<file path="config.mk">
export PLATFORM = sky130hd
export DESIGN_NAME = resp_framer
export DESIGN_NICKNAME = d
export VERILOG_FILES = /design/src/rtl/resp_framer.sv
export SDC_FILE = /design/constraint.sdc
export NUM_CORES = 1
export LEC_CHECK = 0
export CAP_MARGIN = 20
export CORE_MARGIN = 2
export CORE_UTILIZATION = 40
export CTS_BUF_LIST = sky130_fd_sc_hd__clkbuf_8
export DETAILED_ROUTE_END_ITERATION = 10
export GPL_TIMING_DRIVEN = 0
export MAX_ROUTING_LAYER = met4
export SYNTH_ARGS = -nofsm -noshare
export SYNTH_HDL_FRONTEND = slang
export SYNTH_SLANG_ARGS = --single-unit
</file>
<file path="constraint.sdc">
create_clock -name clk -period 9.65 [get_ports clk]
set_input_delay 1.4475 -clock clk [delete_from_list [all_inputs] [get_ports clk]]
set_output_delay 1.4475 -clock clk [all_outputs]
set_load 0.01 [all_outputs]
</file>
<file path="src/rtl/resp_framer.sv">
// resp_framer: queues response records and frames them as SYNC, OPCODE, LEN, PAYLOAD, CHK into uart_tx
module resp_framer #(
  parameter int         FIFO_DEPTH = 4,
  parameter logic [7:0] SYNC_BYTE  = 8'hA5,
  parameter int         MAX_LEN    = 4
) (
  input  logic        clk,
  input  logic        reset,
  input  logic        i_req,
  input  logic [7:0]  i_opcode,
  input  logic [2:0]  i_len,
  input  logic [31:0] i_data,
  output logic        o_req_ready,
  output logic        o_tx_strobe,
  output logic [7:0]  o_tx_byte,
  input  logic        i_tx_done,
  output logic        o_busy,
  output logic        o_overflow
);
  localparam int AW = $clog2(FIFO_DEPTH);
  typedef enum logic [1:0] {IDLE, LOAD, SEND, WAIT} state_t;
  state_t      r_state;
  logic [7:0]  r_fop  [FIFO_DEPTH];
  logic [2:0]  r_flen [FIFO_DEPTH];
  logic [31:0] r_fdat [FIFO_DEPTH];
  logic [AW:0] r_wp, r_rp;
  logic [7:0]  r_wop, r_chk, r_byte;
  logic [2:0]  r_wlen, r_idx;
  logic [31:0] r_wdat;
  logic        r_stb, r_ovf, r_rdy;
  logic [AW:0] w_cnt;
  logic        w_full, w_empty, w_push;
  logic [2:0]  w_clen, w_last, w_n;
  logic [1:0]  w_pi;
  logic [7:0]  w_pay, w_fbyte;
  assign w_cnt   = r_wp - r_rp;
  assign w_full  = w_cnt == (AW+1)'(FIFO_DEPTH);
  assign w_empty = w_cnt == '0;
  assign w_push  = i_req & ~w_full;
  assign w_clen  = (i_len > 3'(MAX_LEN)) ? 3'(MAX_LEN) : i_len;
  // w_n is the index of the byte about to be strobed; CHK sits right after the payload
  assign w_last  = 3'd3 + r_wlen;
  assign w_n     = r_idx + 3'd1;
  assign w_pi    = 2'(w_n - 3'd3);
  assign w_pay   = r_wdat[{w_pi, 3'b000} +: 8];
  assign w_fbyte = (w_n == 3'd1) ? r_wop :
                   (w_n == 3'd2) ? {5'b0, r_wlen} :
                   (w_n == w_last) ? r_chk : w_pay;
  assign o_req_ready = r_rdy & ~w_full;
  assign o_tx_strobe = r_stb;
  assign o_tx_byte   = r_byte;
  assign o_overflow  = r_ovf;
  assign o_busy      = ~w_empty | (r_state != IDLE);
  always_ff @(posedge clk) begin
    if (w_push) begin
      r_fop[r_wp[AW-1:0]]  <= i_opcode;
      r_flen[r_wp[AW-1:0]] <= w_clen;
      r_fdat[r_wp[AW-1:0]] <= i_data;
    end
  end
  always_ff @(posedge clk or posedge reset) begin
    if (reset) begin
      r_state <= IDLE;
      r_wp    <= '0;
      r_rp    <= '0;
      r_wop   <= '0;
      r_wlen  <= '0;
      r_wdat  <= '0;
      r_idx   <= '0;
      r_chk   <= '0;
      r_byte  <= '0;
      r_stb   <= 1'b0;
      r_ovf   <= 1'b0;
      r_rdy   <= 1'b0;
    end else begin
      r_rdy <= 1'b1;
      r_ovf <= i_req & w_full;
      r_stb <= 1'b0;
      if (w_push) r_wp <= r_wp + 1'b1;
      case (r_state)
        IDLE: if (!w_empty) r_state <= LOAD;
        LOAD: begin
          r_wop   <= r_fop[r_rp[AW-1:0]];
          r_wlen  <= r_flen[r_rp[AW-1:0]];
          r_wdat  <= r_fdat[r_rp[AW-1:0]];
          r_rp    <= r_rp + 1'b1;
          r_idx   <= '0;
          r_chk   <= '0;
          r_byte  <= SYNC_BYTE;
          r_stb   <= 1'b1;
          r_state <= SEND;
        end
        SEND: r_state <= WAIT;
        WAIT: begin
          if (i_tx_done && r_idx == w_last) r_state <= IDLE;
          else if (i_tx_done) begin
            r_idx   <= w_n;
            r_byte  <= w_fbyte;
            r_stb   <= 1'b1;
            r_chk   <= (w_n == w_last) ? r_chk : r_chk ^ w_fbyte;
            r_state <= SEND;
          end
        end
        default: r_state <= IDLE;
      endcase
    end
  end
endmodule

</file>
==> reports/qor.csv, run 1 <==
metric;value;unit
status;finished clean;
Crit path depth;8;
post-route setup TNS;0;ns
Initial Util;0.4029;
leading post-synthesis cells by cell area;edfxtp_1 (51%), dfrtp_1 (18%), mux4_2 (11%), nand2_1 (5.3%), ha_1 (1.4%);
die area;26430;µm²
share of cells above drive strength 1;0.1703;
synth-to-layout area growth;18.71;%
FILL cells;2204;
Clock Sinks;245;
Worst slew margin;0.3858;
port bufs;58;
actual slew at the worst max-slew pin;0.9213;ns
pre-CTS setup slack;5.126;ns
endpoint of the worst register-to-register path;r_fdat[3][31];
Hold Crit Class;reg2reg;
routability cong.;0.9050;
Die H;162.6;µm
Largest stage delay, worst path;0.59;ns
Final min period;5.023;ns
worst skew pair latency;0.53;ns
global-route wire length before repair;33.49;mm
combinational group share of total power;0.382;
Pint;2549;µW
antenna violations before repair;0;
vias in the first global route;6165;
remaining routing DRC violations;0;
Leak Pwr;0.004495;µW
#FFs+latches synth;245;
XOR/XNOR share of the synthesized area;0.01953;
# IOs;59;
gr ovfl total;0;
ANT nets after route;0;
Worst Setup EP;o_req_ready;
Syn Inst Count;646;
Fin. Hold Viols;0;
WL per Instance;18.78;µm
syn_area_per_cell;15.57;µm²
cell family with most CP delay;buffers and inverters;
adder-cell share of the synthesized area;0.01368;
Flop pwr share;0.398;
CP max stage cell;clkbuf_1;
synthesized area;10060;µm²
Cells after DPL;1038;
R2R Path Start;r_rp[1];
CP Capture Type;output pin;
Die X;162.6;µm
Row Count;58;
WL final;20.97;mm
largest area contributor in the netlist;edfxtp_1;
mux cell area share after synthesis;0.1183;
cell with the most instances after synthesis;edfxtp_1;
Worst Setup Slack, final;4.627;ns
Synth async-reset ratio;0.2980;
Post-synth EDFFs;172;
synth cell count leaders;edfxtp_1 (172), nand2_1 (141), dfrtp_1 (73), mux4_2 (51), o21ai_0 (19);
R2R depth;9;
clk root buf;clkbuf_8;
clock buffer count from CTS;43;
Vias;5683;
post-synthesis cell type count;54;
Core Util, Final;0.4783;
CTS tree;yes;
Most Frequent Cell on Critical Path;clkbuf_1;
Crit path required time;8.20;ns
period utilisation layout;0.5206;
post-CTS sizing;0;
post-synthesis sequential area ratio;0.6951;
post-CTS setup repair buffer count;0;
post-synthesis simple-gate area fraction;0.09168;
P per Cell Area;329.9;nW/µm²
complex-gate fraction of the synthesized area;0.04180;
max-slew violations;0;
NumNets Final;811;
max-cap violation count;0;
top_reg_cell synth;edfxtp_1;
RSZ-0062 raised after global routing;false;
drt first pass iters;4;
peak supply drop;134.9;µV
Setup crit start kind;flip-flop;
H-tree depth;2;
Max FO, Critical Path;10;
maximum number of pins on one net before global-route repair;74;
Final Skew;0.02180;ns
clock-pin slew on the worst setup and hold paths;0.06;ns
CP cell instances;clkbuf_1 -> clkbuf_1 -> inv_1 -> ha_1 -> a21oi_1 -> xnor2_1 -> o21a_1 -> clkdlybuf4s50_1;
clock group share of total power;0.220;
Net Sw Frac;0.3528;
Setup violations, final;0;
crit path from;r_rp[1];
syn nets;704;
HPWL Detailed;14.06;mm
Core ar.;24960;µm²
WP buf/inv;4;
r2r setup slk;5.87;ns
hold buffers post-CTS;0;
main combinational cell family by area after synthesis;multiplexers;
Ant. Diodes;0;
Total Routing Usage GR;0.1716;
Syn. warnings;0;
vias per cell;5.088;
fmax;199.1;MHz
Post-Layout Cell Count;1117;
share of the synthesized area in the top cell type;0.5135;
Iter 0 DRT Violations;338;
net switching power;1390;µW
Bufs on Longest Clock Path;3;
Crit Path Class;reg2out;
Crit path arrival time;3.58;ns
## state kept, by name, indices dropped and copies added (netlist names)
| name | flops |
|---|---|
| r_rp | 3 |
| r_fdat | 128 |
| r_wp | 3 |
| r_wop | 8 |
| r_state | 2 |
| o_tx_strobe | 1 |
| r_rdy | 1 |
| r_chk | 8 |
| r_wdat | 32 |
| r_flen | 12 |
| r_idx | 3 |
| o_tx_byte | 8 |
| o_overflow | 1 |
| r_fop | 32 |
| r_wlen | 3 |
## kinds of logic after synthesis
family,Yosys count
AO/OA/AOI/OAI,64
XOR/XNOR,16
adder cells (fa/ha/maj),11
buffers and inverters,46
flip-flops,245
multiplexers,55
other,1
AND/OR/NAND/NOR,208
## cell type report
cell class / count / area, µm² / share of cell area
inverters: 17 / 80.08 / 0.006706
plain buffers: 29 / 118.9 / 0.009955
multi-input cells: 355 / 2875 / 0.2408
clock inverters: 32 / 153.9 / 0.01289
flip-flops and latches: 245 / 6992 / 0.5856
clock buffers: 47 / 646.9 / 0.05418
repair buffers: 62 / 660.6 / 0.05533
well taps: 330 / 412.9 / 0.03458
## per-layer routing
| metal | vias up | global-route usage | part of all wire |
|---|---|---|---|
| met2 | 141 | 0.2872 | 0.50 |
| met3 | 38 | 0.03081 | 0.045 |
| met1 | 2864 | 0.2142 | 0.42 |
| met5 | - | - | 0 |
| li1 | 2640 | - | - |
| met4 | 0 | 0.05430 | 0.026 |
## cells in the final DEF, fill, tap and decap left out, drive strengths merged, types with 7 or more instances in the layout
master / Yosys / final
nor2: 19 / 19
clkinv: 0 / 9
o21ai: 29 / 29
edfxtp: 172 / 172
a21oi: 14 / 14
xnor2: 7 / 7
and2: 9 / 9
dfrtp: 73 / 73
clkdlybuf4s50: 0 / 58
nand3: 14 / 14
nand2: 141 / 141
mux4: 51 / 51
clkbuf: 18 / 65
ha: 11 / 11
buf: 11 / 15
inv: 16 / 38
xor2: 8 / 8
## worst register-to-register path, cell delays in order, from the launching register on
cell	delay, ns
dfrtp_1	0.35
clkbuf_1	0.48
clkbuf_1	0.59
inv_1	0.18
ha_1	0.36
a21oi_1	0.08
xnor2_1	0.29
o21a_1	0.32
and2_2	0.46
buf_12	0.28
## per-stage QoR
step	total power, µW	hold slack (ns)	area, µm²
4_1_cts	3987	0.4725	11940
6_report	3939	0.4730	11940
3_3_place_gp	3052	0.4541	11050
2_1_floorplan	2628	0.4403	10060
3_5_place_dp	3107	0.4585	11140
5_1_grt	4191	0.4901	11940
## power by group through the flow
stage                     Combinational, µW  Sequential [µW]  Clock [µW]
after floorplan                        1070             1560           0
after global placement                 1460             1590           0
after detailed placement               1520             1590           0
after CTS                              1520             1570         893
after global routing                   1660             1590         941
final                                  1500             1570         866
## worst min-delay path by stage
stage | start | endpoint | slack [ns] | cells past startpoint
4_1_cts | r_wdat[7] | r_wdat[7] | 0.47 | 2
3_5_place_dp | r_wdat[7] | r_wdat[7] | 0.46 | 2
6_report | r_wdat[7] | r_wdat[7] | 0.47 | 2
2_1_floorplan | r_wdat[0] | r_wdat[0] | 0.44 | 2
3_3_place_gp | r_wdat[7] | r_wdat[7] | 0.45 | 2
5_1_grt | r_wdat[7] | r_wdat[7] | 0.49 | 2
No activity file was read; power rests on OpenSTA's default activity.
==> run 2: changes to the inputs <==
Clock period 9.65 ns to 5.1 ns, I/O delays scaled along.
==> results of run 2 <==
Same layout as run 1 (identical final DEF). Status: finished clean.
Main changes from that run: setup slack after placement 5.126 ns -> 1.247 ns; setup slack after layout 4.627 ns -> 0.7591 ns; register-to-register setup slack 5.87 ns -> 1.32 ns; total power 3939 µW -> 7453 µW; worst IR drop on VDD 134.9 µV -> 255.2 µV
==> run 3: changes to the inputs <==
Settings changed: CORE_MARGIN 2 to 4, CORE_UTILIZATION 40 to 23.
==> run 3 against run 2 <==
Effect of this change:
- hold slack better by 0.0041 ns
- die area up 78%
- sequential power about the same
- clock power up 8%
- clock-buffer cell count up 3
- power up 2.0%
- largest power group unchanged
==> reports/qor.csv, run 3 (synthesis results as in run 1) <==
metric;value;unit;change
status;finished clean;;unchanged
Crit path arrival time;3.79;ns;was 3.58 ns
highest-count cells in the layout ignoring fill and taps;edfxtp_1 (172), nand2_1 (141), dfrtp_1 (73);;unchanged
Crit Path Class;reg2out;;unchanged
max-slew violations;0;;unchanged
endpoint of the worst register-to-register path;r_fdat[1][4];;was r_fdat[3][31]
gr ovfl total;0;;unchanged
Total Routing Usage GR;0.09910;;was 0.1716
# IOs;59;;unchanged
clock-pin slew on the worst setup and hold paths;0.06;ns;about the same
vias in the first global route;5925;;was 6,165
Final min period;4.559;ns;was 4.341 ns
Final Skew;0.02000;ns;was 0.02180 ns
Core ar.;43170;µm²;was 24,960 µm²
Fin. Hold Viols;0;;unchanged
R2R depth;9;;unchanged
P per Cell Area;615.7;nW/µm²;was 624.2 nW/µm²
antenna violations before repair;1;;was 0
Crit path required time;4.34;ns;about the same
Die H;217.1;µm;was 162.6 µm
Worst Setup EP;o_req_ready;;unchanged
Max FO, Critical Path;10;;unchanged
worst skew pair latency;0.53;ns;about the same
r2r setup slk;1.19;ns;was 1.32 ns
Cells after DPL;1294;;was 1,038
RSZ-0062 raised after global routing;false;;unchanged
Worst slew margin;0.5010;;was 0.3858
CP Capture Type;output pin;;unchanged
WL per Instance;16.48;µm;was 18.78 µm
Bufs on Longest Clock Path;3;;unchanged
fmax;219.3;MHz;was 230.4 MHz
post-route setup TNS;0;ns;unchanged
Post-Layout Cell Count;1374;;was 1,117
clock group share of total power;0.233;;was 0.220
period utilisation layout;0.8940;;was 0.8512
peak supply drop;237.9;µV;was 255.2 µV
Clock Sinks;245;;unchanged
ANT nets after route;0;;unchanged
global-route wire length before repair;35.40;mm;was 33.49 mm
hold slack final;0.4771;ns;was 0.4730 ns
drt first pass iters;6;;was 4
NumNets Final;812;;was 811
CTS tree;yes;;unchanged
hold buffers post-CTS;0;;unchanged
max reg flops;128;;unchanged
commonest non-fill, non-tap cell in the layout;edfxtp_1;;unchanged
remaining routing DRC violations;0;;unchanged
synth-to-layout area growth;22.76;%;was 18.71%
Setup crit start kind;flip-flop;;unchanged
H-tree depth;2;;unchanged
routability cong.;0.8731;;was 0.9050
Iter 0 DRT Violations;462;;was 338
post-CTS setup repair buffer count;0;;unchanged
clk root buf;clkbuf_8;;unchanged
post-CTS sizing;0;;unchanged
actual slew at the worst max-slew pin;0.7484;ns;was 0.9213 ns
maximum number of pins on one net before global-route repair;49;;was 74
Core Util, Final;0.2860;;was 0.4783
Flop pwr share;0.389;;was 0.398
combinational group share of total power;0.378;;was 0.382
Hold Crit Class;reg2reg;;unchanged
Die X;217.1;µm;was 162.6 µm
share of cells above drive strength 1;0.1789;;was 0.1703
clock buffer count from CTS;43;;unchanged
HPWL Detailed;15.33;mm;was 14.06 mm
Leak Pwr;0.004519;µW;was 0.004495 µW
port bufs;58;;unchanged
R2R Path Start;r_rp[1];;unchanged
Vias;5721;;was 5,683
crit path from;r_rp[1];;unchanged
Net Sw Frac;0.3526;;was 0.3528
die area;47140;µm²;was 26,430 µm²
max-cap violation count;0;;unchanged
Initial Util;0.2330;;was 0.4029
Pint;4922;µW;was 4824 µW
WL final;22.65;mm;was 20.97 mm
net switching power;2681;µW;was 2629 µW
Row Count;76;;was 58
vias per cell;4.164;;was 5.088
Setup violations, final;0;;unchanged
[run 3: cell types whose count changed in the layout (fill, tap and decap cells not counted)]
cell,before,now
bufinv_16,1,2
clkinv_2,2,4
clkbuf_8,47,50
inv_1,36,30
diode_2,0,1
buf_16,0,1
[run 3: routing by layer]
metal  GRT usage  share of wire  vias up
met5           -              0        -
met4     0.02883          0.025        0
met3     0.02094          0.051       41
met2      0.1562           0.48      148
met1      0.1302           0.44     2895
li1            -              -     2637
[run 3: per-stage QoR]
stage,setup slack [ns],power [µW],cell area (µm²)
after floorplan,1.676,4972,10060
after global placement,-0.1161,5817,11370
after detailed placement,1.037,5895,11490
after CTS,0.4458,7703,12350
after global routing,0.3278,8107,12350
final,0.5405,7602,12350
[run 3: worst max-delay path, cell delays in order, from the launching register on]
cell and delay [ns]:
dfrtp_1 0.35, clkbuf_1 0.49, clkbuf_1 0.63, inv_1 0.24, ha_1 0.38, a21oi_1 0.08, xnor2_1 0.32, o21a_1 0.22
clkdlybuf4s50_1 0.55
[run 3: power by group through the flow]
stage / clock network [µW] / registers [µW] / logic [µW]
5_1_grt: 1940 / 3010 / 3160
3_3_place_gp: 0 / 3010 / 2810
3_5_place_dp: 0 / 3000 / 2900
2_1_floorplan: 0 / 2950 / 2030
4_1_cts: 1830 / 2960 / 2910
6_report: 1770 / 2960 / 2880
[run 3: area by class of cell]
class | count | area, µm²
Clock inverter | 29 | 171.4
Inverter | 17 | 80.08
Antenna cell | 1 | 2.502
Timing Repair Buffer | 63 | 688.2
Buffer | 29 | 118.9
Clock buffer | 50 | 688.2
Sequential cell | 245 | 6992
Multi-Input combinational cell | 355 | 2875
Fill cell | 4372 | 30820
Tap cell | 585 | 732.0
[run 3: worst min-delay path by stage]
| stage | start | endpoint | slack (ns) | cells after the start |
|---|---|---|---|---|
| finish | r_wdat[9] | r_wdat[9] | 0.48 | 2 |
| global route | r_wdat[15] | r_wdat[15] | 0.50 | 2 |
| floorplan | r_wdat[0] | r_wdat[0] | 0.44 | 2 |
| global placement | r_wdat[8] | r_wdat[8] | 0.46 | 2 |
| CTS | r_wdat[26] | r_wdat[26] | 0.48 | 2 |
| detailed placement | r_wdat[26] | r_wdat[26] | 0.47 | 2 |
